===== config.mk =====
export PLATFORM = sky130hd
export DESIGN_NAME = gmii_rx_framer
export DESIGN_NICKNAME = d
export VERILOG_FILES = /design/src/rtl/gmii_rx_framer.sv
export SDC_FILE = /design/constraint.sdc
export NUM_CORES = 1
export LEC_CHECK = 0
export ABC_CLOCK_PERIOD_IN_PS = 2710
export BUFFER_PORTS_ARGS = -buffer_cell sky130_fd_sc_hd__buf_2
export CAP_MARGIN = 20
export CORE_UTILIZATION = 45
export DETAILED_ROUTE_END_ITERATION = 8
export PLACE_DENSITY = 0.66
export RECOVER_POWER = 100
export SYNTH_ARGS = -nofsm -noshare
export SYNTH_HDL_FRONTEND = slang
export SYNTH_SLANG_ARGS = --single-unit

===== constraint.sdc =====
create_clock -name RX_CLK -period 2.71 [get_ports RX_CLK]
set_input_delay 0.542 -clock RX_CLK [delete_from_list [all_inputs] [get_ports RX_CLK]]
set_output_delay 0.542 -clock RX_CLK [all_outputs]
set_load 0.005 [all_outputs]

===== src/rtl/gmii_rx_framer.sv =====
// gmii_rx_framer: receive framer for the demultiplexed GMII/RGMII byte stream.
// Strips preamble/SFD, delays each frame byte by one hold stage so the last
// byte can carry EOF, checks CRC-32 residue, length and RX_ER, and reports a
// per-frame good/bad pulse plus running good/bad counters.
//
// Stream handshake: VALID qualifies DATA/SOF/EOF for exactly one RX_CLK cycle.
// There is no backpressure. SOF and EOF are only meaningful while VALID=1.
// FRM_OK/FRM_BAD/LEN are meaningful only on the VALID&EOF beat.
module gmii_rx_framer #(
    parameter int MIN_LEN = 64,
    parameter int MAX_LEN = 1518
) (
    input  logic        RX_CLK,
    input  logic        RST,
    input  logic [7:0]  RXDQ,
    input  logic        RX_DVQ,
    input  logic        RX_ER,
    output logic [7:0]  DATA,
    output logic        VALID,
    output logic        SOF,
    output logic        EOF,
    output logic        FRM_OK,
    output logic        FRM_BAD,
    output logic [15:0] LEN,
    output logic [15:0] CNT_OK,
    output logic [15:0] CNT_BAD,
    output logic [1:0]  DBG_STATE
);

    localparam logic [1:0] S_IDLE = 2'd0;
    localparam logic [1:0] S_PRE  = 2'd1;
    localparam logic [1:0] S_DATA = 2'd2;
    localparam logic [1:0] S_DROP = 2'd3;

    localparam logic [7:0]  PRE_BYTE  = 8'h55;
    localparam logic [7:0]  SFD_BYTE  = 8'hD5;
    localparam logic [31:0] CRC_POLY  = 32'hEDB88320;
    localparam logic [31:0] CRC_GOOD  = 32'hDEBB20E3;
    localparam logic [15:0] MIN_L     = 16'(MIN_LEN);
    localparam logic [15:0] MAX_L     = 16'(MAX_LEN);

    logic [1:0]  state;
    logic [7:0]  hold_data;
    logic        hold_vld;
    logic        hold_first;
    logic [31:0] crc;
    logic [15:0] len_cnt;
    logic        err;
    logic        rst_dv;      // RX_DVQ was high as reset released; ignore until it drops

    logic [31:0] crc_nxt;
    logic        frame_end;
    logic        frame_bad;

    // Reflected CRC-32, one byte per call, LSB of the byte first.
    function automatic logic [31:0] crc32_byte(input logic [31:0] c_in, input logic [7:0] d);
        logic [31:0] c;
        logic        fb;
        c = c_in;
        for (int i = 0; i < 8; i++) begin
            fb = c[0] ^ d[i];
            c  = {1'b0, c[31:1]} ^ (fb ? CRC_POLY : 32'h0);
        end
        return c;
    endfunction

    // Next CRC value and end-of-frame verdict, both derived from current registers.
    always_comb begin
        crc_nxt   = crc32_byte(crc, RXDQ);
        frame_end = hold_vld && !RX_DVQ;
        frame_bad = (crc != CRC_GOOD) || (len_cnt < MIN_L) || (len_cnt > MAX_L) || err;
    end

    assign DBG_STATE = state;

    // Remember whether the line was mid-burst when reset released.
    always_ff @(posedge RX_CLK) begin
        if (RST) begin
            rst_dv <= RX_DVQ;
        end else if (!RX_DVQ) begin
            rst_dv <= 1'b0;
        end
    end

    // Preamble/SFD FSM plus the capture side: hold register, CRC, length, error flag.
    always_ff @(posedge RX_CLK) begin
        if (RST) begin
            state      <= S_IDLE;
            hold_data  <= 8'h00;
            hold_vld   <= 1'b0;
            hold_first <= 1'b0;
            crc        <= 32'hFFFFFFFF;
            len_cnt    <= 16'h0000;
            err        <= 1'b0;
        end else begin
            hold_vld <= 1'b0;
            case (state)
                S_IDLE, S_PRE: begin
                    if (!RX_DVQ) begin
                        state <= S_IDLE;
                    end else if ((state == S_IDLE && rst_dv) || RX_ER) begin
                        state <= S_DROP;
                    end else if (RXDQ == SFD_BYTE) begin
                        state   <= S_DATA;
                        crc     <= 32'hFFFFFFFF;
                        len_cnt <= 16'h0000;
                        err     <= 1'b0;
                    end else if (RXDQ == PRE_BYTE) begin
                        state <= S_PRE;
                    end else begin
                        state <= S_DROP;
                    end
                end
                S_DATA: begin
                    if (!RX_DVQ) begin
                        state <= S_IDLE;
                    end else begin
                        hold_data  <= RXDQ;
                        hold_vld   <= 1'b1;
                        // Length counter saturates, so zero here means first byte after SFD.
                        hold_first <= (len_cnt == 16'h0000);
                        crc        <= crc_nxt;
                        len_cnt    <= (len_cnt == 16'hFFFF) ? len_cnt : len_cnt + 16'd1;
                        if (RX_ER) begin
                            err <= 1'b1;
                        end
                    end
                end
                default: begin
                    if (!RX_DVQ) begin
                        state <= S_IDLE;
                    end
                end
            endcase
        end
    end

    // Output side: emit the held byte, mark EOF when the input burst ended, report status.
    always_ff @(posedge RX_CLK) begin
        if (RST) begin
            DATA    <= 8'h00;
            VALID   <= 1'b0;
            SOF     <= 1'b0;
            EOF     <= 1'b0;
            FRM_OK  <= 1'b0;
            FRM_BAD <= 1'b0;
            LEN     <= 16'h0000;
            CNT_OK  <= 16'h0000;
            CNT_BAD <= 16'h0000;
        end else begin
            VALID   <= 1'b0;
            SOF     <= 1'b0;
            EOF     <= 1'b0;
            FRM_OK  <= 1'b0;
            FRM_BAD <= 1'b0;
            if (hold_vld) begin
                DATA  <= hold_data;
                VALID <= 1'b1;
                SOF   <= hold_first;
                EOF   <= !RX_DVQ;
            end
            if (frame_end) begin
                LEN <= len_cnt;
                if (frame_bad) begin
                    FRM_BAD <= 1'b1;
                    CNT_BAD <= CNT_BAD + 16'd1;
                end else begin
                    FRM_OK <= 1'b1;
                    CNT_OK <= CNT_OK + 16'd1;
                end
            end
        end
    end

endmodule


-- Word level (Yosys, flattened, before mapping)
Cells that the tools add are included.
- add/subtract/negate cells: 3
- $lt $le $gt $ge: 2
- equality and inequality tests: 14
- multiplexer cells: 37
- bitwise operators: 20
- reductions and logical operators: 20
- operator list (kind ; number):
    two-way mux 32 bit ; 12
    XOR 31 x 32 -> 32 bit ; 8
    two-way mux 16 bit ; 5
    case mux 32 bit (2 select lines) ; 1
    adder 16 x 1 -> 16 bit (second input constant) ; 3
    != test 32 bit (second input constant) ; 1
    case mux 16 bit (2 select lines) ; 1
    equality test 16 bit (second input constant) ; 1
    > comparator 16 x 11 -> 1 bit (second input constant) ; 1
    zero test 16 bit ; 1
    less-than comparator 16 x 7 -> 1 bit (second input constant) ; 1
    != test 2 bit (second input constant) ; 7
    two-way mux 2 bit ; 6
    AND reduction 6 bit ; 2
    two-way mux 1 bit ; 11
    equality test 8 x 7 -> 1 bit (second input constant) ; 1
    equality test 8 bit (second input constant) ; 1
    OR reduction 2 bit ; 4
    XOR 1 bit ; 8
    AND reduction 2 bit ; 3
    AND reduction 5 bit ; 1
    logical OR 1 bit ; 4
    inverter 1 bit ; 4
    equality test 2 x 1 -> 1 bit (second input constant) ; 1
    7 further kinds ; 8
- register bits after elaboration: 123
- output and inout port bits: 63
- logic and storage cells: 113

-- Logic depth before layout (Yosys ltp)
Gate-level depths: netlist (run 1).
- depth in word-level cells: 26
- gate-level depth with buffers: 9

-- Worst setup path after synthesis (run 1)
OpenSTA, ideal clock, no wires.
- path kind: input to register
- from: input RXDQ[3]
- to: register crc[26]
- setup time: 0.120 ns
- arrival time: 2.062 ns
- data required time: 2.590 ns
- slack: 0.528 ns
- stages: 6
- cell sequence: xnor2_1 -> xor2_2 -> xor2_1 -> xnor2_1 -> a21oi_1 -> a211o_1
- longest elaborated chain between the ends: 9
- elaborated cells between the ends (all ways): 12
- those cells by class: 2 x eq/ne; 3 x mux; 6 x bitwise; 1 x reduce/logical
- RTL lines (element ; line ; source):
    start, declared ; 15 ; input logic [7:0] RXDQ,
    XOR 1 bit ; 61 ; fb = c[0] ^ d[i];
    two-way mux 32 bit ; 62 ; c = {1'b0, c[31:1]} ^ (fb ? CRC_POLY : 32'h0);
    XOR 31 x 32 -> 32 bit (5 in series) ; 62 ;
    two-way mux 32 bit ; 115 ; if (!RX_DVQ) begin
    case mux 32 bit (2 select lines) ; 97 ; case (state)
    end signal, assigned ; 122 ; crc <= crc_nxt;
    end, declared ; 46 ; logic [31:0] crc;
Several ways; a longest one is shown, not always the timed one. The select of a mux whose other input is x is not followed.
A chain may end at the register's enable or synchronous reset.

-- Worst setup path in the final report (run 1)
- from: register crc[25]
- to: register CNT_OK[15]
- longest elaborated chain between the ends: 6
- RTL lines (element ; line ; source):
    != test 32 bit ; 71 ; frame_bad = (crc != CRC_GOOD) || (len_cnt < MIN_L) || (len_cnt > MAX_L) || err;
    logical OR 1 bit (3 in series) ; 71 ;
    inverter 1 bit (no source line) ; n/a ;
    AND reduction 2 bit (no source line) ; n/a ;
    end signal, assigned ; 169 ; CNT_OK <= CNT_OK + 16'd1;
    end, declared ; 25 ; output logic [15:0] CNT_OK,
No other way between the ends.

==> results of run 1 <==
## layout by cell type (no fill, tap or decap), drive strengths merged, types with 4 or more instances in the layout
cell     Yosys  layout
inv          9       9
xor2        22      22
a21oi       58      58
and3         7       7
o31ai       11      11
nand4       11      11
nand3       29      29
dfxtp      122     122
and2         9       9
or3          9       9
nor3        16      16
o21ai       14      14
nor2        47      47
clkbuf      28      79
nor2b        6       6
nand2       85      85
xnor2       65      65
mux2i       10      10
clkinv       2       6
buf          7      47
o2bb2ai      4       4
and4b        5       5
nand2b      14      14
ha           4       4
o22ai       18      18
or4         14      14
## stage by stage
stage	hold WS, ps	util (%)
2_1_floorplan	430.1	-
3_3_place_gp	443.2	51.80
3_5_place_dp	449.3	51.80
4_1_cts	392.3	56.67
5_1_grt	408.1	55.93
6_report	404.5	55.93
## critical path: cells and delay by family (launching register included)
| family | cells | cell delay (ps) |
|---|---|---|
| compound gates | 3 | 640 |
| buf+inv | 1 | 330 |
| flops | 1 | 370 |
| simple gates | 3 | 1160 |
## state kept, by name, indices dropped and copies added, names as in the netlist, 2 cells and up
| register | cells |
|---|---|
| crc | 32 |
| CNT_BAD | 16 |
| CNT_OK | 16 |
| LEN | 16 |
| len_cnt | 16 |
| DATA | 8 |
| hold_data | 8 |
| DBG_STATE | 2 |
## final timing paths
| kind | start | end | slack, ps | cells past startpoint |
|---|---|---|---|---|
| setup / recovery | crc[25] | CNT_OK[15] | 80 | 7 |
| hold / removal | RXDQ[4] | hold_data[4] | 400 | 3 |
| setup reg to reg | crc[25] | CNT_OK[15] | 80 | 7 |
| hold reg to reg | hold_data[7] | hold_data[7] | 460 | 2 |
## area by class of cell
| type | instances | area share, % |
|---|---|---|
| multi-input combinational | 498 | 44.97 |
| sequential | 123 | 35.03 |
| timing repair buffer | 105 | 7.658 |
| clock buffer | 22 | 6.719 |
| tap | 172 | 3.049 |
| clock inverter | 10 | 1.985 |
| inverter | 11 | 0.5850 |
## power by group through the flow
stage	clock (mW)	combinational (mW)	sequential [mW]
6_report	2.31	0.644	1.89
5_1_grt	2.43	0.691	1.89
4_1_cts	2.35	0.644	1.89
3_5_place_dp	0	0.637	1.93
3_3_place_gp	0	0.637	1.93
2_1_floorplan	0	0.469	1.92
## routing by layer
| layer | track usage, % | routed length, um |
|---|---|---|
| met2 | 36.29 | 6776 |
| met4 | 8.462 | 218 |
| met1 | 28.98 | 6806 |
| met5 | 0 | 0 |
| met3 | 4.550 | 697 |
## logic make-up (layout without fill, tap and decap cells)
logic type / after synthesis / after routing / share of synthesized area [%]
and+or+nand+nor: 268 / 268 / 23.53
AOI/OAI and AO/OA: 127 / 127 / 14.15
DFF: 123 / 123 / 42.50
xor gates and xnor gates: 87 / 87 / 13.74
buffers and inverters: 46 / 148 / 3.097
muxes: 12 / 12 / 2.108
adders and majority gates: 4 / 4 / 0.8604
==> metrics.txt, run 1 <==
# TYPE chip_impl_metric gauge
chip_impl_info{name="biggest_area_consumer_among_synthesized_cells",value="sky130_fd_sc_hd__dfxtp_1"} 1
chip_impl_metric{name="cts-buffers-inserted",unit=""} 17
chip_impl_metric{name="gr-usage-all-layers",unit="%"} 22.23
chip_impl_metric{name="total_switching_power",unit="mW"} 1.185
chip_impl_metric{name="postSynthCellCount",unit=""} 667
chip_impl_metric{name="ys_async_rst_share",unit="%"} 0
chip_impl_metric{name="via_count_of_the_first_global_routing_pass",unit=""} 4613
chip_impl_metric{name="place_worst_setup_slack",unit="ps"} 149.7
chip_impl_metric{name="post_drt_via_cell_ratio",unit=""} 5.425
chip_impl_metric{name="post-cts-setup-buffer-count",unit=""} 0
chip_impl_metric{name="netSwitchingFraction",unit="%"} 24.43
chip_impl_metric{name="cts_resized",unit=""} 0
chip_impl_metric{name="setup-tns-final",unit="ps"} 0
chip_impl_metric{name="syn-mean-instance-area",unit="sq um"} 8.721
chip_impl_metric{name="total_leakage_power",unit="nW"} 2.472
chip_impl_metric{name="yosys.cell_types.count",unit=""} 56
chip_impl_metric{name="critical_path.max_fanout",unit=""} 7
chip_impl_metric{name="die_span_in_y",unit="um"} 115.7
chip_impl_info{name="crit_path_end_kind",value="flop"} 1
chip_impl_metric{name="cts-hold-fix-buffers",unit=""} 0
chip_impl_info{name="synthMostInstantiatedCell",value="sky130_fd_sc_hd__dfxtp_1"} 1
chip_impl_metric{name="dr_total_vias",unit=""} 5105
chip_impl_info{name="cp_cell_sequence",value="nor4bb_2 -> nand4_1 -> or4_4 -> a2111oi_4 -> clkbuf_1 -> a31o_2 -> a21oi_1"} 1
chip_impl_metric{name="global_route_wire_length_before_repair",unit="um"} 23040
chip_impl_metric{name="placement.io_buffers",unit=""} 74
chip_impl_metric{name="yosys_register_bits",unit=""} 123
chip_impl_metric{name="worst_pin_slew",unit="ps"} 1366
chip_impl_metric{name="clk_path_buf_depth",unit=""} 2
chip_impl_metric{name="vdd_ir_drop_max",unit="mV"} 0.4217
chip_impl_metric{name="pwr_density_cell",unit="nW/um^2"} 687.1
chip_impl_metric{name="final.setup_skew",unit="ps"} 9.237
chip_impl_metric{name="num-fill-cells",unit=""} 1189
chip_impl_metric{name="design.die.area",unit="sq um"} 13390
chip_impl_metric{name="rows",unit=""} 41
chip_impl_metric{name="finalMaxSlewViolations",unit=""} 0
chip_impl_metric{name="dr.first_iter.drc_count",unit=""} 393
chip_impl_info{name="crit_path_top_delay_cell",value="sky130_fd_sc_hd__or4_4"} 1
chip_impl_info{name="cts_root_buffer",value="sky130_fd_sc_hd__clkbuf_16"} 1
chip_impl_metric{name="synth.cell_area",unit="sq um"} 5817
chip_impl_metric{name="finalHoldViolCount",unit=""} 0
chip_impl_metric{name="final-setup-viol-count",unit=""} 0
chip_impl_metric{name="grt_antenna_before_repair",unit=""} 0
chip_impl_metric{name="finalInstanceArea",unit="sq um"} 7058
chip_impl_metric{name="core_region_area",unit="sq um"} 12620
chip_impl_metric{name="timing.critical_path.required",unit="ps"} 3000
chip_impl_metric{name="placed_cell_area",unit="sq um"} 6538
chip_impl_metric{name="multi_input_area",unit="sq um"} 3174
chip_impl_metric{name="drt_wl_total",unit="um"} 14500
chip_impl_info{name="crit_type",value="flop to flop"} 1
chip_impl_info{name="synth_top_cells_by_count",value="sky130_fd_sc_hd__dfxtp_1 (122), sky130_fd_sc_hd__nand2_1 (85), sky130_fd_sc_hd__xnor2_1 (61)"} 1
chip_impl_info{name="setup.worst_path.start_class",value="flop"} 1
chip_impl_metric{name="count_of_boundary_i_o_pins",unit=""} 75
chip_impl_metric{name="area_growth",unit="%"} 21.34
chip_impl_metric{name="die_x_extent",unit="um"} 115.7
chip_impl_metric{name="max_freq",unit="GHz"} 0.3805
chip_impl_metric{name="min_period_over_period",unit="%"} 96.98
chip_impl_metric{name="placedCellCount",unit=""} 909
chip_impl_metric{name="drc",unit=""} 0
chip_impl_metric{name="antenna_left",unit=""} 0
chip_impl_info{name="synth_ff_type",value="sky130_fd_sc_hd__dfxtp_1"} 1
chip_impl_metric{name="max_cap_violations",unit=""} 0
chip_impl_metric{name="power.share.sequential",unit="%"} 39.0
chip_impl_metric{name="place_congestion",unit=""} 0.9392
chip_impl_info{name="rsz0062_at_grt",value="no"} 1
chip_impl_metric{name="fin_ws",unit="ps"} 81.72
chip_impl_metric{name="start_util",unit="%"} 46.09
chip_impl_info{name="top_cells_by_area_in_the_synthesized_netlist",value="sky130_fd_sc_hd__dfxtp_1 (42%), sky130_fd_sc_hd__xnor2_1 (9.2%), sky130_fd_sc_hd__nand2_1 (5.5%), sky130_fd_sc_hd__a21oi_1 (5.0%), sky130_fd_sc_hd__xor2_1 (3.2%)"} 1
chip_impl_metric{name="yosysSeqAreaShare",unit="%"} 42.50
chip_impl_metric{name="avgRoutedWirePerCell",unit="um"} 15.41
chip_impl_metric{name="post_route_cells_drive_above_1_share",unit="%"} 12.74
chip_impl_metric{name="max-slew-margin-rel",unit="%"} 8.949
chip_impl_metric{name="totalPowerFinal",unit="mW"} 4.850
chip_impl_metric{name="finish.net_count",unit=""} 772
chip_impl_metric{name="cts_htree_levels",unit=""} 4
chip_impl_metric{name="finish.cell_count_without_fillers",unit=""} 941
chip_impl_metric{name="pwr-share-clk",unit="%"} 47.7
chip_impl_info{name="status",value="completed"} 1
chip_impl_metric{name="power.internal",unit="mW"} 3.665
chip_impl_metric{name="synth.yosys.warnings",unit=""} 0
chip_impl_metric{name="clk_latency",unit="ps"} 420
chip_impl_metric{name="cts_clock_pin_slew_for_the_worst_setup_and_hold_paths",unit="ps"} 50
chip_impl_metric{name="clock_sink_count",unit=""} 123
chip_impl_metric{name="post-synth-top-area-fraction",unit="%"} 41.99
chip_impl_metric{name="timing.critical_path.arrival",unit="ps"} 2920
chip_impl_metric{name="synth_enable_flop_cells",unit=""} 1
chip_impl_metric{name="fin_crit",unit="ps"} 2628
chip_impl_metric{name="sequential_cell_area",unit="sq um"} 2472
chip_impl_metric{name="syn_nets",unit=""} 683
chip_impl_metric{name="detailed_place_hpwl",unit="um"} 10240
chip_impl_metric{name="antennaDiodeCount",unit=""} 0
chip_impl_info{name="hold_removal_path_class",value="primary input to flop"} 1
chip_impl_metric{name="timing.critical_path.slowest_cell_delay",unit="ps"} 610
chip_impl_metric{name="grt_max_degree",unit=""} 68
chip_impl_metric{name="grt_overflow",unit=""} 0
chip_impl_metric{name="firstDrtPassIters",unit=""} 5
chip_impl_metric{name="share_comb_of_total_power",unit="%"} 13.3
chip_impl_info{name="clock_tree_from_tritoncts",value="built"} 1
No activity file was read; power rests on OpenSTA's default activity.
==> inputs of run 2 (changes only) <==
- ABC_CLOCK_PERIOD_IN_PS: 2710 -> 3060
- GPL_TIMING_DRIVEN: not set -> 0
- clock period: 2.71 -> 3.06 ns (I/O delays scaled with it)
==> metrics.txt, run 2 (synthesis gave the netlist of run 1 again) <==
# TYPE chip_impl_metric gauge
chip_impl_info{name="most_frequent_standard_cell_in_the_layout_excluding_fill_and_tap_cells",value="sky130_fd_sc_hd__dfxtp_1"} 1
chip_impl_metric{name="setup-tns-final",unit="ps"} 0
chip_impl_metric{name="finalInstanceArea",unit="sq um"} 6900
chip_impl_metric{name="max-slew-margin-rel",unit="%"} 34.61
chip_impl_metric{name="place_worst_setup_slack",unit="ps"} -39.38
chip_impl_metric{name="cts-buffers-inserted",unit=""} 17
chip_impl_metric{name="grt_overflow",unit=""} 0
chip_impl_metric{name="die_x_extent",unit="um"} 115.7
chip_impl_metric{name="worst_pin_slew",unit="ps"} 972.5
chip_impl_metric{name="total_leakage_power",unit="nW"} 2.382
chip_impl_metric{name="avgRoutedWirePerCell",unit="um"} 16.00
chip_impl_metric{name="rows",unit=""} 41
chip_impl_metric{name="die_span_in_y",unit="um"} 115.7
chip_impl_info{name="crit_path_end_kind",value="flop"} 1
chip_impl_metric{name="worstHoldPathCells",unit=""} 2
chip_impl_info{name="startpoint_of_the_lowest_slack_hold_path",value="hold_data[5]"} 1
chip_impl_metric{name="min_period_over_period",unit="%"} 95.88
chip_impl_metric{name="wirelength_met1",unit="um"} 6784
chip_impl_metric{name="clk_path_buf_depth",unit=""} 2
chip_impl_info{name="setup.worst_path.start_class",value="flop"} 1
chip_impl_metric{name="start_util",unit="%"} 46.09
chip_impl_metric{name="multi_input_area",unit="sq um"} 3144
chip_impl_metric{name="detailed_place_hpwl",unit="um"} 10920
chip_impl_metric{name="grt_antenna_before_repair",unit=""} 0
chip_impl_metric{name="vdd_ir_drop_max",unit="mV"} 0.3659
chip_impl_metric{name="fin_crit",unit="ps"} 2934
chip_impl_metric{name="clk_latency",unit="ps"} 420
chip_impl_metric{name="finish.cell_count_without_fillers",unit=""} 943
chip_impl_metric{name="via_count_of_the_first_global_routing_pass",unit=""} 4968
chip_impl_metric{name="antenna_left",unit=""} 0
chip_impl_metric{name="cts_htree_levels",unit=""} 4
chip_impl_metric{name="hold-worst-slack",unit="ps"} 452.3
chip_impl_metric{name="fin_ws",unit="ps"} 126.1
chip_impl_info{name="crit_type",value="flop to flop"} 1
chip_impl_metric{name="critical_path.max_fanout",unit=""} 6
chip_impl_metric{name="finalHoldViolCount",unit=""} 0
chip_impl_info{name="largest_register_by_flop_count",value="crc"} 1
chip_impl_metric{name="placed_cell_area",unit="sq um"} 6397
chip_impl_metric{name="timing.critical_path.arrival",unit="ps"} 3220
chip_impl_metric{name="finalMaxSlewViolations",unit=""} 0
chip_impl_metric{name="place_congestion",unit=""} 0.8810
chip_impl_info{name="status",value="completed"} 1
chip_impl_metric{name="placedCellCount",unit=""} 912
chip_impl_metric{name="cts_clock_pin_slew_for_the_worst_setup_and_hold_paths",unit="ps"} 50
chip_impl_info{name="worstSetupStartpoint",value="crc[9]"} 1
chip_impl_info{name="crit_path_top_delay_cell",value="sky130_fd_sc_hd__a2111oi_2"} 1
chip_impl_metric{name="gr-usage-all-layers",unit="%"} 23.91
chip_impl_metric{name="timing.critical_path.slowest_cell_delay",unit="ps"} 700
chip_impl_metric{name="post-cts-setup-buffer-count",unit=""} 0
chip_impl_metric{name="timing.critical_path.required",unit="ps"} 3350
chip_impl_info{name="whs_endpoint",value="hold_data[5]"} 1
chip_impl_metric{name="dr.first_iter.drc_count",unit=""} 426
chip_impl_metric{name="global_route_wire_length_before_repair",unit="um"} 24410
chip_impl_metric{name="drt_wl_total",unit="um"} 15090
chip_impl_info{name="clock_tree_from_tritoncts",value="built"} 1
chip_impl_metric{name="core_region_area",unit="sq um"} 12620
chip_impl_metric{name="totalPowerFinal",unit="mW"} 4.199
chip_impl_metric{name="max_cap_violations",unit=""} 0
chip_impl_metric{name="wl_met3",unit="um"} 921
chip_impl_metric{name="design.die.area",unit="sq um"} 13390
chip_impl_metric{name="area_growth",unit="%"} 18.63
chip_impl_metric{name="cts-hold-fix-buffers",unit=""} 0
chip_impl_info{name="cts_root_buffer",value="sky130_fd_sc_hd__clkbuf_16"} 1
chip_impl_metric{name="pwr_density_cell",unit="nW/um^2"} 608.5
chip_impl_info{name="cp_cell_sequence",value="nor4b_1 -> nand4_1 -> or4_4 -> a2111oi_2 -> a21bo_2 -> a21oi_1"} 1
chip_impl_info{name="layout.cells.most_common_list",value="sky130_fd_sc_hd__dfxtp_1 (122), sky130_fd_sc_hd__nand2_1 (85), sky130_fd_sc_hd__clkbuf_1 (81), sky130_fd_sc_hd__xnor2_1 (61), sky130_fd_sc_hd__a21oi_1 (58)"} 1
chip_impl_metric{name="grt_max_degree",unit=""} 17
chip_impl_metric{name="cts_resized",unit=""} 0
chip_impl_metric{name="firstDrtPassIters",unit=""} 7
chip_impl_metric{name="drc",unit=""} 0
chip_impl_metric{name="final.setup_skew",unit="ps"} 7.845
chip_impl_metric{name="placement.io_buffers",unit=""} 73
chip_impl_info{name="highest-signal-layer",value="met4"} 1
chip_impl_metric{name="sequential_cell_area",unit="sq um"} 2472
chip_impl_metric{name="post_route_cells_drive_above_1_share",unit="%"} 9.339
chip_impl_metric{name="clock_sink_count",unit=""} 123
chip_impl_metric{name="post-route-util",unit="%"} 54.68
chip_impl_metric{name="antennaDiodeCount",unit=""} 0
chip_impl_metric{name="routed-wl-met2",unit="um"} 7058
chip_impl_metric{name="post_drt_via_cell_ratio",unit=""} 5.474
chip_impl_metric{name="num-fill-cells",unit=""} 1186
chip_impl_metric{name="count_of_boundary_i_o_pins",unit=""} 75
chip_impl_metric{name="max_freq",unit="GHz"} 0.3408
chip_impl_info{name="r2r_startpoint",value="crc[9]"} 1
chip_impl_metric{name="reg2reg_slack",unit="ps"} 130
chip_impl_metric{name="r2r_cells",unit=""} 6
chip_impl_metric{name="dr_total_vias",unit=""} 5162
chip_impl_info{name="hold_removal_path_class",value="flop to flop"} 1
chip_impl_metric{name="final-setup-viol-count",unit=""} 0
chip_impl_metric{name="max_reg_flops",unit=""} 32
chip_impl_metric{name="finish.net_count",unit=""} 775
chip_impl_info{name="rsz0062_at_grt",value="no"} 1
chip_impl_info{name="critical_path.reg2reg.endpoint",value="CNT_OK[14]"} 1
==> run 2: cell types whose count changed in the layout (fill, tap and decap cells not counted), moves of 2 or more <==
cell,before,now
sky130_fd_sc_hd__buf_1,0,2
sky130_fd_sc_hd__buf_12,2,0
sky130_fd_sc_hd__buf_4,19,1
sky130_fd_sc_hd__clkbuf_1,58,81
sky130_fd_sc_hd__clkinv_2,2,6
sky130_fd_sc_hd__clkinv_4,2,0
sky130_fd_sc_hd__clkinvlp_4,3,0
sky130_fd_sc_hd__o21ai_0,9,14
sky130_fd_sc_hd__o21ai_1,5,0
==> run 2: how the worst max path moves through the flow <==
stage                  end  slack (ps)
2_1_floorplan      crc[26]         810
3_3_place_gp   len_cnt[14]          30
5_1_grt         CNT_BAD[0]           4
6_report        CNT_OK[14]         130
4_1_cts          CNT_OK[1]         290
3_5_place_dp   len_cnt[10]         -40
==> run 2: final cells by class <==
class                      count  share of cell area [%]
clock buffer                  22                   6.727
clock inverter                 9                   1.741
buffer                        35                   1.995
timing repair buffer          73                   4.424
inverter                      11                  0.5984
sequential                   123                   35.83
multi-input combinational    498                   45.57
tap                          172                   3.119
==> run 2: power breakdown <==
| part | switching, mW | internal [mW] |
|---|---|---|
| logic | 0.299 | 0.232 |
| registers | 0.0376 | 1.64 |
| clock network | 0.682 | 1.31 |
==> run 2: critical path: cells and delay by family, from the launching register on <==
kind | cells | cell delay [ps]
AO/OA/AOI/OAI | 3 | 1000
flip-flops | 1 | 340
AND/OR/NAND/NOR | 3 | 1470
==> run 2: layer usage <==
metal  GRT usage, %  up-vias
li1               -     2525
met1          29.61     2454
met2          39.08      154
met3          7.374       29
met4          9.060        0
met5              0        -
==> inputs of run 3 (changes only) <==
--- a/config.mk
+++ b/config.mk
@@ -6,5 +6,5 @@
 export NUM_CORES = 1
 export LEC_CHECK = 0
-export ABC_CLOCK_PERIOD_IN_PS = 3060
+export ABC_CLOCK_PERIOD_IN_PS = 2500
 export BUFFER_PORTS_ARGS = -buffer_cell sky130_fd_sc_hd__buf_2
 export CAP_MARGIN = 20
@@ -12,5 +12,5 @@
 export DETAILED_ROUTE_END_ITERATION = 8
 export GPL_TIMING_DRIVEN = 0
-export PLACE_DENSITY = 0.66
+export PLACE_DENSITY = 0.68
 export RECOVER_POWER = 100
 export SYNTH_ARGS = -nofsm -noshare
==> constraint.sdc (replaced) <==
create_clock -name RX_CLK -period 2.5 [get_ports RX_CLK]
set_input_delay 0.75 -clock RX_CLK [delete_from_list [all_inputs] [get_ports RX_CLK]]
set_output_delay 0.75 -clock RX_CLK [all_outputs]
set_load 0.005 [all_outputs]
==> metrics.txt, run 3 (synthesis gave the netlist of run 1 again) <==
# TYPE chip_impl_metric gauge
chip_impl_metric{name="max_freq",unit="GHz"} 0.4163
chip_impl_metric{name="power.internal",unit="mW"} 4.233
chip_impl_metric{name="min_period_over_period",unit="%"} 96.08
chip_impl_metric{name="critical_path.max_fanout",unit=""} 10
chip_impl_info{name="hold_removal_path_class",value="flop to flop"} 1
chip_impl_metric{name="die_x_extent",unit="um"} 115.7
chip_impl_metric{name="gr-usage-all-layers",unit="%"} 23.43
chip_impl_info{name="startpoint_of_the_lowest_slack_hold_path",value="LEN[7]"} 1
chip_impl_metric{name="dr_total_vias",unit=""} 5182
chip_impl_metric{name="antenna_left",unit=""} 0
chip_impl_metric{name="pwr_density_cell",unit="nW/um^2"} 775.1
chip_impl_info{name="most_frequent_standard_cell_in_the_layout_excluding_fill_and_tap_cells",value="sky130_fd_sc_hd__dfxtp_1"} 1
chip_impl_metric{name="cts-buffers-inserted",unit=""} 17
chip_impl_metric{name="avgRoutedWirePerCell",unit="um"} 15.88
chip_impl_metric{name="drt_wl_total",unit="um"} 14990
chip_impl_metric{name="rows",unit=""} 41
chip_impl_info{name="cts_root_buffer",value="sky130_fd_sc_hd__clkbuf_16"} 1
chip_impl_metric{name="post_drt_via_cell_ratio",unit=""} 5.489
chip_impl_metric{name="count_of_boundary_i_o_pins",unit=""} 75
chip_impl_metric{name="max_cap_violations",unit=""} 0
chip_impl_metric{name="max-slew-margin-rel",unit="%"} 39.65
chip_impl_metric{name="start_util",unit="%"} 46.09
chip_impl_metric{name="core_region_area",unit="sq um"} 12620
chip_impl_metric{name="finish.net_count",unit=""} 775
chip_impl_metric{name="cts-hold-fix-buffers",unit=""} 0
chip_impl_metric{name="timing.critical_path.required",unit="ps"} 2790
chip_impl_metric{name="die_span_in_y",unit="um"} 115.7
chip_impl_metric{name="finalMaxSlewViolations",unit=""} 0
chip_impl_metric{name="detailed_place_hpwl",unit="um"} 10790
chip_impl_metric{name="clock_sink_count",unit=""} 123
chip_impl_info{name="crit_type",value="primary input to flop"} 1
chip_impl_metric{name="power.share.sequential",unit="%"} 37.2
chip_impl_metric{name="share_comb_of_total_power",unit="%"} 11.8
chip_impl_metric{name="num-fill-cells",unit=""} 1189
chip_impl_metric{name="area_growth",unit="%"} 22.52
chip_impl_metric{name="clk_path_buf_depth",unit=""} 2
chip_impl_metric{name="place_worst_setup_slack",unit="ps"} -748.6
chip_impl_info{name="clock_tree_from_tritoncts",value="built"} 1
chip_impl_metric{name="final.setup_skew",unit="ps"} 5.788
chip_impl_info{name="crit_path_end_kind",value="flop"} 1
chip_impl_metric{name="cts_htree_levels",unit=""} 4
chip_impl_info{name="rsz0062_at_grt",value="no"} 1
chip_impl_metric{name="clk_latency",unit="ps"} 420
chip_impl_metric{name="finish.cell_count_without_fillers",unit=""} 944
chip_impl_info{name="cp_cell_sequence",value="buf_2 -> nor4bb_1 -> and2_0 -> nand3_1 -> o31ai_4 -> clkbuf_1 -> nor2_1"} 1
chip_impl_info{name="crit_path_top_delay_cell",value="sky130_fd_sc_hd__nor4bb_1"} 1
chip_impl_metric{name="totalPowerFinal",unit="mW"} 5.524
chip_impl_info{name="worstSetupStartpoint",value="RXDQ[6]"} 1
chip_impl_metric{name="drc",unit=""} 0
chip_impl_info{name="r2r_startpoint",value="crc[10]"} 1
chip_impl_metric{name="hold-worst-slack",unit="ps"} 457.9
chip_impl_metric{name="fin_crit",unit="ps"} 2402
chip_impl_metric{name="grt_antenna_before_repair",unit=""} 0
chip_impl_metric{name="sequential_cell_area",unit="sq um"} 2475
chip_impl_metric{name="placedCellCount",unit=""} 912
chip_impl_metric{name="via_count_of_the_first_global_routing_pass",unit=""} 4863
chip_impl_metric{name="total_leakage_power",unit="nW"} 2.477
chip_impl_metric{name="worst_pin_slew",unit="ps"} 898.8
chip_impl_metric{name="multi_input_area",unit="sq um"} 3249
chip_impl_metric{name="timing.critical_path.slowest_cell_delay",unit="ps"} 500
chip_impl_metric{name="grt_overflow",unit=""} 0
chip_impl_metric{name="placement.io_buffers",unit=""} 73
chip_impl_metric{name="max_reg_flops",unit=""} 32
chip_impl_info{name="setup.worst_path.start_class",value="primary input"} 1
chip_impl_metric{name="finalHoldViolCount",unit=""} 0
chip_impl_metric{name="grt_max_degree",unit=""} 17
chip_impl_metric{name="fin_ws",unit="ps"} 98.08
chip_impl_metric{name="cts_clock_pin_slew_for_the_worst_setup_and_hold_paths",unit="ps"} 50
chip_impl_metric{name="place_congestion",unit=""} 0.9141
chip_impl_metric{name="post_route_cells_drive_above_1_share",unit="%"} 12.69
chip_impl_metric{name="total_switching_power",unit="mW"} 1.291
chip_impl_metric{name="firstDrtPassIters",unit=""} 4
chip_impl_metric{name="dr.first_iter.drc_count",unit=""} 427
chip_impl_metric{name="timing.critical_path.arrival",unit="ps"} 2690
chip_impl_metric{name="pwr-share-clk",unit="%"} 51.0
chip_impl_info{name="largest_register_by_flop_count",value="crc"} 1
chip_impl_metric{name="vdd_ir_drop_max",unit="mV"} 0.4637
chip_impl_metric{name="final-setup-viol-count",unit=""} 0
chip_impl_metric{name="antennaDiodeCount",unit=""} 0
chip_impl_metric{name="global_route_wire_length_before_repair",unit="um"} 24160
chip_impl_metric{name="netSwitchingFraction",unit="%"} 23.36
chip_impl_metric{name="design.die.area",unit="sq um"} 13390
chip_impl_info{name="status",value="completed"} 1
chip_impl_info{name="layout.cells.most_common_list",value="sky130_fd_sc_hd__dfxtp_1 (120), sky130_fd_sc_hd__nand2_1 (85), sky130_fd_sc_hd__clkbuf_1 (73), sky130_fd_sc_hd__xnor2_1 (60), sky130_fd_sc_hd__a21oi_1 (57)"} 1
[run 3: final timing paths]
kind / to / slack (ps) / depth (start not counted)
worst min-delay path: LEN[7] / 460 / 2
worst min register to register: LEN[7] / 460 / 2
worst max-delay path: len_cnt[13] / 100 / 7
worst max register to register: CNT_OK[7] / 100 / 6
[run 3: per-stage QoR]
stage               util (%)  area [sq um]  TNS [ps]
floorplan                  -          5817         0
global placement       50.69          6397    -30640
detailed placement     50.69          6397    -33350
CTS                    56.47          7127         0
global route           56.47          7127         0
finish                 56.47          7127         0
[run 3: power groups by stage]
stage	registers, mW	clock network [mW]	logic [mW]
global placement	2.09	0	0.628
detailed placement	2.09	0	0.635
floorplan	2.08	0	0.509
global route	2.06	2.93	0.709
CTS	2.05	2.85	0.646
finish	2.06	2.82	0.653
[run 3: area by class of cell]
class                      count  share of cell area, %
multi-input combinational    498                  45.59
sequential                   123                  34.73
clock buffer                  23                  7.145
timing repair buffer          75                  4.459
tap                          172                  3.020
clock inverter                 9                  2.511
buffer                        33                  1.949
inverter                      11                 0.5969
[run 3: repair_timing]
item / 4_1_cts / 5_1_grt
cloned: 0 / 0
setup endpoints to repair: 63 / 69
hold endpoints to repair: 0 / 0
gates resized for setup: 8 / 20
pin swaps: 1 / 8
setup buffers: 0 / 2
[run 3: critical path, delay by kind of cell]
family / cells / cell delay, ps
simple gates: 4 / 990
buf+inv: 2 / 550
compound gates: 1 / 400
[run 3: layer usage]
layer	up-vias	global-route usage [%]	share of wire, %
met5	-	0	0
met4	0	8.291	1.4
met3	21	5.282	4.8
met2	142	38.36	48
met1	2494	30.43	46
li1	2525	-	-
